--- src/rtl/lzs_src_ctrl.sv ---
// Per-job source sequencer between the 64-bit source FIFO, the 64->16
// halfword unpacker and the LZS decoder core. Admits one job at a time,
// bounds FIFO pops to the job's word count, masks out-of-range halfwords,
// drains unread words after an early decoder finish, and resets the
// unpacker between jobs.
module lzs_src_ctrl #(
  parameter int unsigned LEN_W = 16
) (
  input  logic             clk,
  input  logic             rst,
  input  logic             job_valid,
  input  logic [LEN_W-1:0] job_len,
  output logic             job_ready,
  output logic             job_done,
  output logic             job_err,
  input  logic             m_src_empty,
  output logic             src_getn,
  output logic             u_src_empty,
  input  logic             u_src_getn,
  output logic             u_busy,
  output logic             u_rst,
  input  logic             die,
  output logic             d_die,
  input  logic             dec_busy,
  input  logic             dec_done
);

  localparam int unsigned WD_W = LEN_W - 2;

  typedef enum logic [2:0] {
    S_IDLE,
    S_RUN,
    S_DRAIN,
    S_FLUSH,
    S_DONE
  } state_t;

  state_t state, state_nx;

  logic [LEN_W-1:0] hw_left, hw_init;
  logic [WD_W-1:0]  wd_need, wd_init, pops, pops_nx;
  logic             done_seen;
  logic             drain_getn;
  logic             done_q, err_q, u_rst_q;
  logic             words_done, last_hw, pop;

  // Ceilings are floor plus a remainder bit so an all-ones length cannot wrap.
  assign hw_init = {1'b0, job_len[LEN_W-1:1]} + {{(LEN_W-1){1'b0}}, job_len[0]};
  assign wd_init = {1'b0, job_len[LEN_W-1:3]} + {{(WD_W-1){1'b0}}, |job_len[2:0]};

  assign words_done = (pops == wd_need);
  assign last_hw    = (hw_left == LEN_W'(1));
  assign pops_nx    = pops + {{(WD_W-1){1'b0}}, pop};

  assign job_ready = (state == S_IDLE);
  assign job_done  = done_q;
  assign job_err   = err_q;
  assign u_rst     = u_rst_q;

  // Next state plus the combinational FIFO/unpacker/decoder handshakes.
  always_comb begin
    state_nx    = state;
    src_getn    = 1'b1;
    u_src_empty = 1'b1;
    u_busy      = 1'b1;
    d_die       = 1'b0;
    case (state)
      S_IDLE: begin
        if (job_valid) state_nx = (job_len == '0) ? S_DONE : S_RUN;
      end
      S_RUN: begin
        u_src_empty = m_src_empty | words_done;
        src_getn    = u_src_getn | words_done | m_src_empty;
        d_die       = die & (hw_left != '0);
        u_busy      = dec_busy | (hw_left == '0) | (last_hw & die);
        if (dec_done || (d_die && last_hw)) state_nx = S_DRAIN;
      end
      S_DRAIN: begin
        // drain_getn is the registered "words remain" enable; the live empty
        // flag still gates it so a pop never lands on an empty FIFO.
        src_getn = drain_getn | m_src_empty;
        if (words_done) state_nx = S_FLUSH;
      end
      S_FLUSH: state_nx = S_DONE;
      S_DONE:  state_nx = S_IDLE;
      default: state_nx = S_IDLE;
    endcase
    pop = ~src_getn;
  end

  // State register.
  always_ff @(posedge clk or posedge rst) begin
    if (rst) state <= S_IDLE;
    else     state <= state_nx;
  end

  // Job counters, done tracking and registered strobes.
  always_ff @(posedge clk or posedge rst) begin
    if (rst) begin
      hw_left    <= '0;
      wd_need    <= '0;
      pops       <= '0;
      done_seen  <= 1'b0;
      drain_getn <= 1'b1;
      done_q     <= 1'b0;
      err_q      <= 1'b0;
      u_rst_q    <= 1'b0;
    end else begin
      done_q     <= (state_nx == S_DONE);
      err_q      <= (state == S_FLUSH) & ~done_seen;
      u_rst_q    <= (state_nx == S_FLUSH);
      drain_getn <= ~((state_nx == S_DRAIN) & (pops_nx != wd_need));
      case (state)
        S_IDLE: begin
          if (job_valid) begin
            hw_left   <= hw_init;
            wd_need   <= wd_init;
            pops      <= '0;
            done_seen <= 1'b0;
          end
        end
        S_RUN: begin
          pops <= pops_nx;
          if (d_die)    hw_left   <= hw_left - LEN_W'(1);
          if (dec_done) done_seen <= 1'b1;
        end
        S_DRAIN: pops <= pops_nx;
        default: ;
      endcase
    end
  end

endmodule
--- config.mk ---
export PLATFORM = sky130hd
export DESIGN_NAME = lzs_src_ctrl
export DESIGN_NICKNAME = d
export VERILOG_FILES = /design/src/rtl/lzs_src_ctrl.sv
export SDC_FILE = /design/constraint.sdc
export NUM_CORES = 1
export LEC_CHECK = 0
export CAP_MARGIN = 20
export CORE_MARGIN = 1
export CORE_UTILIZATION = 40
export DETAILED_ROUTE_END_ITERATION = 7
export PLACE_DENSITY = 0.63
export SLEW_MARGIN = 20
export SYNTH_ARGS = -nofsm -noshare
export SYNTH_HDL_FRONTEND = slang
export SYNTH_SLANG_ARGS = --single-unit
export TNS_END_PERCENT = 50
--- constraint.sdc ---
create_clock -name clk -period 3.6 [get_ports clk]
set_input_delay 0.36 -clock clk [delete_from_list [all_inputs] [get_ports clk]]
set_output_delay 0.36 -clock clk [all_outputs]
set_load 0.01 [all_outputs]
==> results of run 1 <==
[flip-flops by register name, indices dropped and copies added, names as in the netlist]
signal      cells
job_err         1
job_done        1
drain_getn      1
pops           14
wd_need        14
done_seen       1
state           3
hw_left        16
u_rst           1
[repair_timing]
action	in CTS	in global routing
buffers inserted	0	1
endpoints found under the setup margin	1	1
gates resized for setup	3	7
pin swaps	0	3
[kinds of logic (layout without fill, tap and decap cells)]
logic type,count (synthesis),after routing,synth area share (%)
AND/OR/NAND/NOR,178,178,24.88
AO/OA/AOI/OAI,108,108,18.81
flip-flops,52,52,36.95
XOR/XNOR,47,47,11.68
buffers and inverters,36,69,4.189
adder cells (fa/ha/maj),9,9,3.195
multiplexers,1,1,0.2840
[cell type report]
type                            instances  area, µm²  share of cell area (%)
Clock buffer                            6      82.58                   1.983
Clock inverter                          2      15.01                  0.3605
Inverter                               10      37.54                  0.9012
Multi-Input combinational cell        343       2136                   51.28
Sequential cell                        52       1303                   31.27
Tap cell                              105      131.4                   3.154
Timing Repair Buffer                   51      460.4                   11.05
[power groups by stage]
stage,clock [mW],combinational (mW),sequential [mW]
finish,0.361,1.35,0.987
global route,0.398,1.50,1.02
CTS,0.375,1.31,0.978
detailed placement,0,1.29,0.986
global placement,0,1.27,0.982
floorplan,0,0.931,0.937
[critical path: stages (launching register included)]
cell       delay (ns)
dfrtp_1          0.40
xor2_1           0.21
or4bb_1          0.50
or4_1            0.53
nand2_1          0.10
o22ai_1          0.09
nor2b_1          0.14
ha_2             0.21
ha_4             0.18
and4_1           0.24
and2_1           0.21
xnor2_1          0.14
nand2_1          0.07
o2111ai_1        0.10
o31ai_1          0.27
[worst min-delay path by stage]
stage / start / end / slack, ns
final: rst / job_err / 0.44
after global routing: done_seen / job_err / 0.46
after CTS: done_seen / job_err / 0.45
after detailed placement: done_seen / job_err / 0.43
after global placement: done_seen / job_err / 0.43
after floorplan: done_seen / job_err / 0.40
[through the flow]
stage                     power (mW)  std cells  setup TNS (ns)  setup WS (ns)
final                          2.697        569               0         0.1274
after global routing           2.918        569               0        0.01166
after CTS                      2.660        568               0        0.02858
after detailed placement       2.278        560        -0.03899       -0.03899
after global placement         2.250        560               0        0.06297
after floorplan                1.868        431               0         0.1617
[layer usage]
layer / track usage (%) / vias to the layer above / share of wire, %
li1: - / 1602 / -
met5: 0 / - / 0
met4: 5.224 / 0 / 1.3
met3: 3.633 / 8 / 5.6
met2: 33.21 / 100 / 44
met1: 31.80 / 1554 / 49
[cells in the mapped netlist (all sizes together)]
master	instances	area [µm²]
or3b	2	17.52
a211o	1	8.760
dfrtp	51	1276
a21oi	18	90.09
a32o	2	20.02
or4	4	37.53
dfstp	1	26.28
a211oi	1	7.510
nor2b	2	12.51
xnor2	25	219.0
a31oi	4	25.02
or3	3	18.77
o211ai	4	35.03
nand2b	5	31.28
or4bb	2	22.52
o22ai	3	18.77
a2111oi	2	17.52
o32ai	1	8.760
ha	9	112.6
clkbuf	21	78.83
o31ai	7	52.55
o2bb2ai	1	8.760
o21ai	51	262.8
a2bb2oi	1	8.760
mux2i	1	10.01
o41ai	1	8.760
nor2	43	161.4
nand3	22	110.1
inv	10	37.54
nor4	6	37.54
o21a	1	7.510
nand4	7	43.79
xor2	22	192.7
buf	5	31.28
and3	5	31.28
a22oi	4	30.03
a22o	4	35.03
nand3b	2	15.01
and4	4	35.03
and2	5	31.28
or2	1	6.260
nor3	17	85.08
nand2	48	180.2
o2111ai	2	17.52
==> run_results.csv, run 1 <==
group,metric,value,unit
power,leakagePower,1.660,nW
setup_path,worstPathMaxFanout,6,
clock_tree,h-tree-depth,2,
job,maxCapViolations,0,
power,swShare,44.13,%
power,intPower,1.507,mW
timing,timing.final.max_slew_violations,0,
setup_path,worstSetupEndpointType,"flip-flop",
setup_path,arrival,3.70,ns
setup_path,cp-startpoint,"wd_need[8]",
yosys,synth-seq-cells,52,
floorplan,ios,32,
floorplan,rows,33,
floorplan,die_area,0.009191,mm²
power,pwr-share-comb,50.0,%
yosys,synth_warnings,0,
timing,fin_crit_sh,96.46,%
finish,fillers,808,
placed_design,hpwl,6.933,mm
power,ir_drop,272.2,µV
clock_tree,cts_tree,"built",
timing,hold_ws,0.4390,ns
finish,syn_to_final_growth,18.18,%
grt,grt_pass1_wl,15.01,mm
yosys,synthCells,431,
floorplan,die_x,95.87,µm
clock_tree,cts_num_sinks,52,
timing,slew_headroom,58.07,%
grt,grt_pass1_vias,2966,
power,clockPowerShare,13.4,%
clock_tree,clk_path_buf_depth,2,
drt,routed_wl,9.262,mm
drt,vias,3264,
clock_tree,cts_root_buf,"clkbuf_8",
setup_path,reg2reg_depth,14,
placed_design,port_buffers,31,
clock_tree,ctsHoldBuffers,0,
finish,final_util,49.69,%
clock_tree,cts_inserted_buffers,5,
placed_design,gp_congestion,0.9425,
finish,diodes,0,
yosys,syn_area_per_cell,8.178,µm²
run_status,status,"finished clean",
timing,setup_viol,0,
grt,grt_antenna_before_repair,0,
timing,clock.fmax,288.0,MHz
floorplan,start_util,42.05,%
timing,finalHoldViolCount,0,
finish,most-common-layout-cells,"dfrtp_1, nand2_1, o21ai_0",
power,power.share.sequential,36.6,%
grt,grt_overflow,0,
finish,drive_above_1_share,9.483,%
drt,dr.first_iter.drc_count,154,
power,power_density,647.5,mW/mm²
placed_design,dpl_cell_area,0.003999,mm²
floorplan,die_y,95.87,µm
yosys,synth_area,0.003525,mm²
timing,finalCriticalPeriod,3.473,ns
finish,layout.nets,496,
drt,drc,0,
drt,dr.pass1.iters,5,
drt,ant_nets,0,
clock_tree,clk_pin_slew,0.10,ns
setup_path,timing.rr.start,"wd_need[8]",
clock_tree,clk_latency,0.32,ns
grt,grt_start_max_net_pins,30,
drt,wire_per_inst,16.28,µm
power,power_switching,1.190,mW
timing,tightestPinTransition,0.6131,ns
yosys,synth_cell_types,53,
finish,design_area,0.004165,mm²
hold_path,min_path_type,"in2async",
finish,final_common_cell,"dfrtp_1",
floorplan,coreArea,0.008382,mm²
setup_path,crit_path_end,"drain_getn",
yosys,yosysSeqAreaShare,36.95,%
grt,track_usage,21.69,%
yosys,syn_nets,464,
drt,routed_via_density,5.736,
setup_path,required,3.83,ns
timing,rsz0062_at_grt,"no",
setup_path,timing.rr.end,"drain_getn",
setup_path,ff2ff_setup_slack,0.13,ns
setup_path,start_kind,"flip-flop",
timing,clock_skew,0.01410,ns
setup_path,path_class,"reg2reg",
Note: power is estimated with default switching activity, not from simulation.
==> run 2, diff against run 1 <==
--- a/config.mk
+++ b/config.mk
@@ -5,11 +5,12 @@
 export SDC_FILE = /design/constraint.sdc
 export NUM_CORES = 1
 export LEC_CHECK = 0
+export ABC_CLOCK_PERIOD_IN_PS = 3600
 export CAP_MARGIN = 20
 export CORE_MARGIN = 1
-export CORE_UTILIZATION = 40
+export CORE_UTILIZATION = 35
 export DETAILED_ROUTE_END_ITERATION = 7
-export PLACE_DENSITY = 0.63
+export PLACE_DENSITY = 0.57
 export SLEW_MARGIN = 20
 export SYNTH_ARGS = -nofsm -noshare
 export SYNTH_HDL_FRONTEND = slang
==> run 2 against run 1 <==
First-iteration DRC count rose by 25%. Sequential power barely moved. Sequential share of layout area fell by 0.87 points. Cell count rose by 5.6%. Largest power group unchanged. Worst setup slack improved by 0.040 ns. Routed wire length rose by 1.3%. Critical path depth fell by 1.
==> run_results.csv, run 2 (synthesis gave the netlist of run 1 again) <==
group,metric,value,unit
floorplan,die_area,0.01048,mm²
run_status,status,"finished clean",
setup_path,cp_cell_sequence,"xor2_2 -> or4bb_1 -> or4_4 -> nand2_2 -> o22ai_2 -> nor2b_4 -> ha_4 -> ha_4 -> xnor2_2 -> o2111ai_2 -> a2111oi_4 -> nand3_1 -> o31ai_2",
clock_tree,h-tree-depth,2,
timing,timing.final.max_slew_violations,0,
setup_path,cp_slowest_cell,"or4_4",
drt,routed_via_density,5.398,
finish,finalNonFillerCells,601,
drt,ant_nets,0,
finish,diodes,0,
finish,syn_to_final_growth,21.69,%
setup_path,start_kind,"flip-flop",
power,power_density,655.0,mW/mm²
placed_design,dpl_cell_area,0.004026,mm²
setup_path,slowest_delay,0.54,ns
setup_path,worstSetupEndpointType,"flip-flop",
timing,rsz0062_at_grt,"no",
clock_tree,cts_root_buf,"clkbuf_8",
timing,clock_skew,0.02064,ns
timing,finalCriticalPeriod,3.433,ns
finish,top_register,"hw_left",
timing,tightestPinTransition,0.7845,ns
finish,largest_reg_flops,16,
setup_path,path_class,"reg2reg",
finish,layout.nets,500,
finish,most-common-layout-cells,"dfrtp_1, nand2_1, o21ai_0",
finish,top_regs,"hw_left x16, pops x14, wd_need x14",
timing,finalHoldViolCount,0,
placed_design,port_buffers,31,
setup_path,arrival,3.67,ns
drt,vias,3244,
clock_tree,cts_num_sinks,52,
grt,grt_antenna_before_repair,0,
power,ir_drop,280.0,µV
finish,drive_above_1_share,11.75,%
clock_tree,cts_tree,"built",
placed_design,gp_congestion,0.9178,
grt,grt_pass1_wl,15.18,mm
timing,worst_slack,0.1673,ns
timing,setup_viol,0,
setup_path,cp_common_cell,"ha_4",
grt,grt_pass1_vias,2981,
clock_tree,clk_latency,0.31,ns
floorplan,die_y,102.4,µm
floorplan,rows,36,
finish,design_area,0.004289,mm²
placed_design,preCtsSetupSlack,-0.02675,ns
placed_design,place_inst,587,
hold_path,min_path_type,"reg2reg",
placed_design,hpwl,6.994,mm
clock_tree,clk_path_buf_depth,2,
finish,final_common_cell,"dfrtp_1",
drt,wire_per_inst,15.61,µm
timing,slew_headroom,47.63,%
floorplan,die_x,102.4,µm
drt,routed_wl,9.380,mm
setup_path,worstPathMaxFanout,3,
job,maxCapViolations,0,
floorplan,start_util,36.06,%
floorplan,ios,32,
floorplan,coreArea,0.009774,mm²
clock_tree,cts_inserted_buffers,5,
power,leakagePower,1.697,nW
drt,dr.first_iter.drc_count,192,
setup_path,required,3.83,ns
timing,clock.fmax,291.3,MHz
finish,final_util,43.88,%
drt,drc,0,
grt,grt_start_max_net_pins,36,
clock_tree,clk_pin_slew,0.11,ns
grt,grt_overflow,0,
finish,fillers,1004,
drt,dr.pass1.iters,4,
grt,track_usage,18.85,%
timing,fin_crit_sh,95.35,%
## run 2: changes by cell type in the layout (fill, tap and decap cells not counted), sizes merged
cell,previous run,this run
clkinv,0,1
clkinvlp,2,1
clkbuf,6,5
buf,20,24
bufinv,0,1
## run 2: path summary, 6_finish.rpt
check | startpoint | endpoint | slack (ns) | cells after the start
min | done_seen | job_err | 0.44 | 1
min reg2reg | done_seen | job_err | 0.44 | 1
max in group asynchronous | rst | wd_need[1] | 2.33 | 3
max | pops[5] | drain_getn | 0.17 | 13
max reg2reg | pops[5] | drain_getn | 0.17 | 13
min in group asynchronous | rst | job_err | 0.51 | 2
## run 2: layout make-up
type | count | area (µm²) | share of cell area [%]
well taps | 133 | 166.4 | 3.880
clock buffers | 5 | 68.82 | 1.604
flip-flops and latches | 52 | 1304 | 30.40
repair buffers | 55 | 490.5 | 11.44
multi-input cells | 343 | 2180 | 50.82
inverters | 10 | 37.54 | 0.8751
clock inverters | 3 | 42.54 | 0.9918
## run 2: repair_timing
action                                 4_1_cts  5_1_grt
setup endpoints to repair                    1        1
resized for setup                            2       17
endpoints found under the hold margin        0        0
pin swaps                                    1       12
gates cloned                                 0        0
setup buffers                                0        6
hold buffers                                 0        0
## run 2: worst max-delay path, delay by kind of cell (launching register included)
kind                       cells  cell delay (ns)
adders and majority gates      2             0.41
DFF                            1             0.43
and+or+nand+nor                5             1.39
xor gates and xnor gates       2             0.37
AOI/OAI and AO/OA              4             0.75
## run 2: metrics by stage
step                      setup TNS [ns]  hold slack [ns]  total power [mW]
final                                  0           0.4387             2.809
after global routing                   0           0.4592             3.034
after CTS                              0           0.4418             2.694
after detailed placement        -0.02675           0.4226             2.269
after global placement                 0           0.4259             2.253
after floorplan                        0           0.4041             1.868
## run 2: layer usage
layer,track usage [%],up-vias,part of all wire [%]
met5,0,-,0
met4,4.396,0,1.3
met3,2.736,14,4.3
met2,29.27,86,45
met1,27.55,1537,49
li1,-,1607,-
## run 2: power breakdown
group	switching [mW]	leakage, nW	internal (mW)
Combinational	0.804	0.977	0.610
Clock	0.204	0.0541	0.206
Sequential	0.204	0.666	0.781
Total	1.21	1.70	1.60
